$ cat src/rtl/lock_arbiter_param.sv
// N-requester arbiter that locks the grant to its owner while the owner keeps
// requesting. Arbitration is fixed priority (index 0 highest) or round-robin,
// chosen by mode. A hold timeout forces a handover when others are waiting.
module lock_arbiter_param #(
    parameter int unsigned N        = 4,
    parameter int unsigned MAX_HOLD = 8,
    parameter int unsigned ID_W     = $clog2(N),
    parameter int unsigned CNT_W    = $clog2(MAX_HOLD + 1)
) (
    input  logic            clk,
    input  logic            rst,
    input  logic [N-1:0]    req,
    input  logic            mode,
    output logic [N-1:0]    grant,
    output logic            grant_valid,
    output logic [ID_W-1:0] grant_id,
    output logic            timeout_evt
);

    // Keep the counter at least one bit wide when the timeout is disabled.
    localparam int unsigned HC_W      = (CNT_W == 0) ? 1 : CNT_W;
    localparam int unsigned HOLD_LAST = (MAX_HOLD == 0) ? 0 : MAX_HOLD - 1;

    localparam logic [0:0] S_IDLE   = 1'b0;
    localparam logic [0:0] S_LOCKED = 1'b1;

    logic [0:0]      state,         state_n;
    logic [N-1:0]    grant_n;
    logic            grant_valid_n;
    logic [ID_W-1:0] grant_id_n;
    logic            timeout_evt_n;
    logic [ID_W-1:0] rr_ptr,        rr_ptr_n;
    logic [HC_W-1:0] hold_cnt,      hold_cnt_n;

    logic [N-1:0]    cand;
    logic            win_found;
    logic [ID_W-1:0] win_id;
    logic            owner_hi;
    logic            others_hi;

    // The current grant is the owner mask; candidates always exclude it.
    assign cand      = req & ~grant;
    assign owner_hi  = |(req & grant);
    assign others_hi = |cand;

    // Pick the winner among the candidates: lowest index, or first at/after rr_ptr.
    always_comb begin
        int idx;
        win_found = 1'b0;
        win_id    = '0;
        idx       = 0;
        for (int k = int'(N) - 1; k >= 0; k--) begin
            idx = mode ? ((int'(rr_ptr) + k) % int'(N)) : k;
            if (cand[ID_W'(idx)]) begin
                win_found = 1'b1;
                win_id    = ID_W'(idx);
            end
        end
    end

    // State and output registers.
    always_ff @(posedge clk) begin
        if (rst) begin
            state       <= S_IDLE;
            grant       <= '0;
            grant_valid <= 1'b0;
            grant_id    <= '0;
            timeout_evt <= 1'b0;
            rr_ptr      <= '0;
            hold_cnt    <= '0;
        end else begin
            state       <= state_n;
            grant       <= grant_n;
            grant_valid <= grant_valid_n;
            grant_id    <= grant_id_n;
            timeout_evt <= timeout_evt_n;
            rr_ptr      <= rr_ptr_n;
            hold_cnt    <= hold_cnt_n;
        end
    end

    // Next-state logic: lock, release with zero bubble, or forced handover.
    always_comb begin
        state_n       = state;
        grant_n       = grant;
        grant_valid_n = grant_valid;
        grant_id_n    = grant_id;
        timeout_evt_n = 1'b0;
        rr_ptr_n      = rr_ptr;
        hold_cnt_n    = hold_cnt;

        case (state)
            S_IDLE: begin
                if (win_found) begin
                    state_n       = S_LOCKED;
                    grant_n       = N'(1) << win_id;
                    grant_valid_n = 1'b1;
                    grant_id_n    = win_id;
                    rr_ptr_n      = (win_id == ID_W'(N - 1)) ? '0 : win_id + 1'b1;
                    hold_cnt_n    = '0;
                end
            end
            S_LOCKED: begin
                if (!owner_hi) begin
                    hold_cnt_n = '0;
                    if (win_found) begin
                        grant_n    = N'(1) << win_id;
                        grant_id_n = win_id;
                        rr_ptr_n   = (win_id == ID_W'(N - 1)) ? '0 : win_id + 1'b1;
                    end else begin
                        state_n       = S_IDLE;
                        grant_n       = '0;
                        grant_valid_n = 1'b0;
                        grant_id_n    = '0;
                    end
                end else if (others_hi && (MAX_HOLD != 0) &&
                             (hold_cnt >= HC_W'(HOLD_LAST))) begin
                    // Owner has used its full hold budget and someone is waiting.
                    grant_n       = N'(1) << win_id;
                    grant_id_n    = win_id;
                    rr_ptr_n      = (win_id == ID_W'(N - 1)) ? '0 : win_id + 1'b1;
                    hold_cnt_n    = '0;
                    timeout_evt_n = 1'b1;
                end else if (hold_cnt != HC_W'(MAX_HOLD)) begin
                    hold_cnt_n = hold_cnt + 1'b1;
                end
            end
            default: begin
                state_n       = S_IDLE;
                grant_n       = '0;
                grant_valid_n = 1'b0;
                grant_id_n    = '0;
                hold_cnt_n    = '0;
            end
        endcase
    end

endmodule

$ cat config.mk
export PLATFORM = sky130hd
export DESIGN_NAME = lock_arbiter_param
export DESIGN_NICKNAME = d
export VERILOG_FILES = /design/src/rtl/lock_arbiter_param.sv
export SDC_FILE = /design/constraint.sdc
export NUM_CORES = 1
export LEC_CHECK = 0
export BUFFER_PORTS_ARGS = -buffer_cell sky130_fd_sc_hd__buf_2
export CELL_PAD_IN_SITES_DETAIL_PLACEMENT = 0
export CELL_PAD_IN_SITES_GLOBAL_PLACEMENT = 1
export CORE_MARGIN = 8
export CORE_UTILIZATION = 40
export CTS_CLUSTER_DIAMETER = 120
export DETAILED_ROUTE_END_ITERATION = 10
export PLACE_DENSITY_LB_ADDON = 0.25
export SETUP_SLACK_MARGIN = 0.02
export SYNTH_ARGS = -nofsm -noshare
export SYNTH_HDL_FRONTEND = slang
export SYNTH_SLANG_ARGS = --single-unit
$ cat constraint.sdc
create_clock -name clk -period 2.9 [get_ports clk]
set_clock_uncertainty 0.15 [all_clocks]
set_input_delay 0.29 -clock clk [delete_from_list [all_inputs] [get_ports clk]]
set_output_delay 0.29 -clock clk [all_outputs]
set_load 0.03 [all_outputs]
==> out/metrics.yaml, run 1 <==
route:
  vias_per_cell: 5.63
  drt-initial-drc-count: 14
  drc: 0
  dr.pass1.iters: 4
  wirelength_um: 2190
  routedWlPerCell_um: 14.4
  vias: 855
  final_antenna_net_count: 0
logic_synthesis:
  ys_ff_latch: 15
  synth-xor-area-share_pct: 3.66
  ys_warn_count: 0
  synth_area_um2: 958
  ys.flop_type: "dfxtp_1"
  synth_compound_area_share_pct: 24.3
  synth_top_family_by_area: "compound AO/OA/AOI/OAI gates"
  synth_cell_type_count: 41
  ys_async_sr_fraction_pct: 0
  synth_nets: 122
  muxShareOfSynthArea_pct: 4.31
  syn_avg_cell_area_um2: 8.79
  synthAdderAreaFrac_pct: 7.83
  ys_seq_area_share_pct: 31.3
  synthCells: 109
  synthSimpleGateAreaFrac_pct: 23.4
  synth_edf_count: 0
layout:
  most-common-layout-cells: "dfxtp_1 (15), buf_2 (14), nand2_1 (9), inv_1 (8)"
  n_antenna_cell: 0
  mostFrequentLayoutCell: "dfxtp_1"
  final-seq-area_um2: 300
  multi_input_comb_area_um2: 608
  fill_cells: 237
  drive_gt1_share_pct: 24.2
  area_delta_synth_final_pct: 11.6
  fin_nets: 138
floorplan:
  chipWidth_um: 65.0
  core_area_um2: 2230
  die_area_um2: 4220
  initial_core_util_pct: 42.9
  dieHeight_um: 65.0
  ios: 15
  rows: 17
critical_path:
  crit_path_top_delay_cell: "nor2b_1"
  worstPathMaxFanout: 9
  start_kind: "register"
  crit_end: "grant[0]$_SDFFE_PP0P_"
  slowest_delay_ns: 0.49
  crit_buf_inv: 1
  crit_arrival_ns: 2.64
  worstSetupEndpointType: "register"
  crit_family: "compound AO/OA/AOI/OAI gates"
  crit_start: "grant[1]$_SDFFE_PP0P_"
  r2r-start: "grant[1]$_SDFFE_PP0P_"
  r2r_cells: 8
  r2r_slack_ns: 0.29
  cp_cell_sequence: "nor2b_1 -> mux2i_1 -> a211oi_1 -> a22oi_1 -> o21bai_1 -> inv_1 -> ha_1 -> a22o_1"
  r2r-end: "grant[0]$_SDFFE_PP0P_"
  critical_path_cell_count: 8
  worstPathRequired_ns: 2.92
  critical_path_class: "reg -> reg"
placement:
  dp_hpwl_um: 1680
  dp_worst_setup_slack_ns: 0.273
  io_buffer_count: 14
  gp_congestion: 0.902
flow_run:
  max_cap_viol_count: 0
power:
  p_leak_uw: 0.000456
  power_density_nw_per_um2: 830
  vdd_drop_max_mv: 0.565
global_route:
  grt_max_degree: 13
  grt_antenna_before_repair: 0
  grt_util_met2_pct: 19.8
  first_global_vias: 909
  grtUsageTotal_pct: 11.2
  use_met1_pct: 12.7
  grt_use_met3_pct: 3.26
  grt.overflow.total: 0
  grt_pass1_wl_um: 3880
  grt_most_used_layer: "met2"
sta:
  min_period_over_period_pct: 90.2
  hold_viol: 0
  max_freq_mhz: 382
  worst_slack_ns: 0.285
  finalSetupTns_ns: 0
  tightest_slew_ns: 0.659
  min_period_ns: 2.61
  slew_violations: 0
  rsz0062_at_grt: "false"
  slew-limit-headroom_pct: 56.0
  setup_violations: 0
worst_hold_path:
  holdCritPathClass: "in -> reg"
clock_tree:
  cts.clk_slew.worst_paths_ns: 0.09
  cts_resized: 0
  cts_num_sinks: 15
  cts_setup_buffers: 0
  ctsRootBufferMaster: "clkbuf_4"
  clockBufferDepth: 2
  worstSkewPairLatency_ns: 0.28
  h-tree-depth: 1
  cts_buffers: 3
  cts_tree: "built"
  cts_hold_buf: 0
outcome:
  outcome: "complete, no violations"
==> through the flow <==
| stage | std cells | hold WS (ns) | area, um^2 | util [%] | total power, uW |
|---|---|---|---|---|---|
| 6_report | 152 | 0.204 | 1070 | 47.9 | 888 |
| 5_1_grt | 152 | 0.188 | 1070 | 47.9 | 967 |
| 4_1_cts | 152 | 0.196 | 1070 | 47.9 | 895 |
| 3_5_place_dp | 148 | 0.314 | 1040 | 46.7 | 771 |
| 3_3_place_gp | 148 | 0.285 | 1040 | 46.7 | 765 |
| 2_1_floorplan | 109 | 0.309 | 958 | - | 663 |
==> worst min-delay path by stage <==
stage / start / to / slack (ns) / depth (start not counted)
final: rst / rr_ptr[1]$_SDFFE_PP0P_ / 0.20 / 2
after CTS: rst / rr_ptr[1]$_SDFFE_PP0P_ / 0.20 / 2
after detailed placement: grant_id[0]$_SDFFE_PP0P_ / grant_id[0]$_SDFFE_PP0P_ / 0.31 / 1
after floorplan: rst / grant[1]$_SDFFE_PP0P_ / 0.31 / 3
after global placement: grant_id[1]$_SDFFE_PP0P_ / grant_id[1]$_SDFFE_PP0P_ / 0.29 / 2
after global routing: rst / hold_cnt[1]$_SDFFE_PP0P_ / 0.19 / 2
==> per-layer routing <==
metal  share of wire, %  routed length (um)
met2                 51                1110
met1                 46                1010
met5                  0                   0
met4               0.73                  16
met3                2.5                  54
==> Yosys cell counts, types with 3 or more instances <==
cell type	instances	area, um^2
nor3_1	7	35.0
a211oi_1	4	30.0
nand2_1	9	33.8
inv_1	8	30.0
ha_1	6	75.1
nor2b_1	4	25.0
nor2_1	7	26.3
a21oi_1	6	30.0
mux2i_1	3	30.0
a22o_1	5	43.8
dfxtp_1	15	300
==> flip-flops by register name, indices dropped and copies added, names as in the netlist <==
register / flops
hold_cnt: 4
grant_valid: 1
rr_ptr: 2
state: 1
timeout_evt: 1
grant_id: 2
grant: 4
==> cells by family after synthesis <==
kind of cell	after synthesis
adder cells (fa/ha/maj)	6
AND/OR/NAND/NOR	40
multiplexers	4
buffers and inverters	11
AO/OA/AOI/OAI	29
XOR/XNOR	4
flip-flops	15
==> final cells by class <==
class / count / share of cell area [%]
Timing Repair Buffer: 14 / 6.55
Tap cell: 28 / 3.27
Inverter: 8 / 2.81
Clock buffer: 4 / 2.46
Multi-Input combinational cell: 83 / 56.8
Sequential cell: 15 / 28.1
==> report_power, final <==
group | internal [uW] | leakage, uW | switching, uW
clock | 53.3 | 0.0000150 | 65.4
sequential | 254 | 0.000123 | 48.7
combinational | 177 | 0.000317 | 290
No activity file was read; power rests on OpenSTA's default activity.
==> inputs of run 2 (changes only) <==
Clock period 2.9 ns to 2.5 ns, I/O delays scaled along.
==> out/metrics.yaml, run 2 (same netlist as run 1, synthesis figures left out) <==
flow_run:
  max_cap_viol_count: 0  # unchanged
power:
  combPwrFrac_pct: 53.3  # +0.7 points
  switching_share_pct: 45.3  # -0.19 points
  power_density_nw_per_um2: 959  # +16%
  p_seq_share_pct: 33.6  # -0.5 points
  power.internal_uw: 578  # +19%
  fin_total_pwr_uw: 1060  # +19%
  vdd_drop_max_mv: 0.563  # -0.31%
  p_leak_uw: 0.000479  # +5.2%
  p_clk_share_pct: 13.1  # -0.3 points
  net-switching-power_uw: 479  # +19%
sta:
  worst_slack_ns: 0.277  # -0.00808 ns
  whs_ns: 0.148  # -0.0557 ns
  hold_viol: 0  # unchanged
  setup_violations: 0  # unchanged
  tightest_slew_ns: 0.540  # -0.119 ns
  min_period_over_period_pct: 88.9  # -1.2 points
  rsz0062_at_grt: "false"
  max_freq_mhz: 450  # +18%
  slew-limit-headroom_pct: 63.7  # +7.7 points
  slew_violations: 0  # unchanged
  min_period_ns: 2.22  # -0.392 ns
  finalSetupTns_ns: 0  # unchanged
clock_tree:
  cts_hold_buf: 0  # unchanged
  worstSkewPairLatency_ns: 0.28  # about the same
  cts_tree: "built"
  cts_buffers: 3  # unchanged
  ctsRootBufferMaster: "clkbuf_4"
  cts_num_sinks: 15  # unchanged
  h-tree-depth: 1  # unchanged
  cts.clk_slew.worst_paths_ns: 0.10  # about the same
  clockBufferDepth: 2  # unchanged
placement:
  io_buffer_count: 14  # unchanged
  placed_area_um2: 1060  # +1.4%
  dp_hpwl_um: 1630  # -2.9%
  dp_worst_setup_slack_ns: -0.0241  # -0.297 ns
  gp_congestion: 0.913  # +1.2%
critical_path:
  cp_cell_sequence: "nor2b_2 -> nor3_1 -> a211oi_1 -> a22oi_1 -> o21bai_2 -> inv_1 -> ha_1 -> a22o_1"
  critical_path_cell_count: 8  # unchanged
  r2r-end: "grant[0]$_SDFFE_PP0P_"
  worstSetupEndpointType: "register"
  worstPathRequired_ns: 2.52  # -0.40 ns
  r2r_cells: 8  # unchanged
  crit_end: "grant[0]$_SDFFE_PP0P_"
  r2r_slack_ns: 0.28  # about the same
  crit_buf_inv: 1  # unchanged
  worstPathMaxFanout: 7  # -2
  crit_start: "grant[2]$_SDFFE_PP0P_"
  critical_path_class: "reg -> reg"
  slowest_delay_ns: 0.36  # -0.13 ns
  crit_path_top_delay_cell: "dfxtp_1"
  start_kind: "register"
  crit_family: "compound AO/OA/AOI/OAI gates"
  r2r-start: "grant[2]$_SDFFE_PP0P_"
  crit_arrival_ns: 2.25  # -0.39 ns
global_route:
  grt_max_degree: 13  # unchanged
  first_global_vias: 854  # -6.1%
  grt.overflow.total: 0  # unchanged
  grtUsageTotal_pct: 11.0  # -0.23 points
  grt_pass1_wl_um: 3840  # -1.2%
  grt_antenna_before_repair: 0  # unchanged
route:
  drt-initial-drc-count: 35  # +21
  drc: 0  # unchanged
  vias: 842  # -1.5%
  dr.pass1.iters: 4  # unchanged
  wirelength_um: 2180  # -0.78%
  final_antenna_net_count: 0  # unchanged
  routedWlPerCell_um: 14.1  # -2.1%
  vias_per_cell: 5.47  # -2.8%
layout:
  drive_gt1_share_pct: 29.4  # +5.2 points
  largestRegisters: "grant x4, hold_cnt x4"
  mostFrequentLayoutCell: "dfxtp_1"
  fin_nets: 140  # +1.4%
  n_antenna_cell: 0  # unchanged
  design_area_um2: 1100  # +3.0%
  area_delta_synth_final_pct: 15.0
  most-common-layout-cells: "dfxtp_1 (15), buf_2 (14), nand2_1 (9), inv_1 (8)"
floorplan:
  dieHeight_um: 65.0  # unchanged
  ios: 15  # unchanged
  rows: 17  # unchanged
  core_area_um2: 2230  # unchanged
  die_area_um2: 4220  # unchanged
  chipWidth_um: 65.0  # unchanged
  initial_core_util_pct: 42.9  # unchanged
outcome:
  outcome: "complete, no violations"
worst_hold_path:
  holdCritPathClass: "in -> reg"
## run 2: worst min path at each step
stage / start / to / slack, ns / cells past startpoint
after floorplan: rst / grant[1]$_SDFFE_PP0P_ / 0.27 / 3
after global placement: grant_id[1]$_SDFFE_PP0P_ / grant_id[1]$_SDFFE_PP0P_ / 0.29 / 2
after detailed placement: grant_id[1]$_SDFFE_PP0P_ / grant_id[1]$_SDFFE_PP0P_ / 0.30 / 2
after CTS: rst / hold_cnt[1]$_SDFFE_PP0P_ / 0.15 / 2
after global routing: rst / hold_cnt[1]$_SDFFE_PP0P_ / 0.15 / 2
final: rst / hold_cnt[1]$_SDFFE_PP0P_ / 0.15 / 2
## run 2: final cells by class
cell class	instances	area, um^2
fill	233	1130
multi-input combinational	83	624
sequential	15	300
timing repair buffer	16	85.1
tap	28	35.0
inverter	8	30.0
clock buffer	3	22.5
clock inverter	1	5.00
## run 2: stage by stage
stage | utilization, % | instances
6_report | 49.4 | 154
3_5_place_dp | 47.4 | 150
3_3_place_gp | 47.4 | 150
4_1_cts | 48.7 | 154
5_1_grt | 49.4 | 154
2_1_floorplan | - | 109
## run 2: routing by layer
layer	vias to the layer above	part of all wire [%]	GRT usage, %
li1	429	-	-
met1	400	48	13.2
met2	11	48	18.6
met3	2	3.0	3.26
met4	0	0.64	2.72
met5	-	0	0
## run 2: repair_timing
item,in CTS,in global routing
pin swaps,0,0
buffers inserted,0,0
endpoints found under the setup margin,3,4
resized for setup,1,4
## run 2: power by group through the flow
stage	sequential [uW]	combinational (uW)	clock (uW)
after floorplan	419	350	0
final	355	563	139
after global placement	354	550	0
after detailed placement	355	551	0
after CTS	351	559	143
after global routing	362	627	154
## run 2: worst register-to-register path, cell delays in order (launching register included)
cell and delay (ns):
dfxtp_1 0.36, nor2b_2 0.31, nor3_1 0.08, a211oi_1 0.30, a22oi_1 0.18, o21bai_2 0.25, inv_1 0.09, ha_1 0.19
a22o_1 0.20
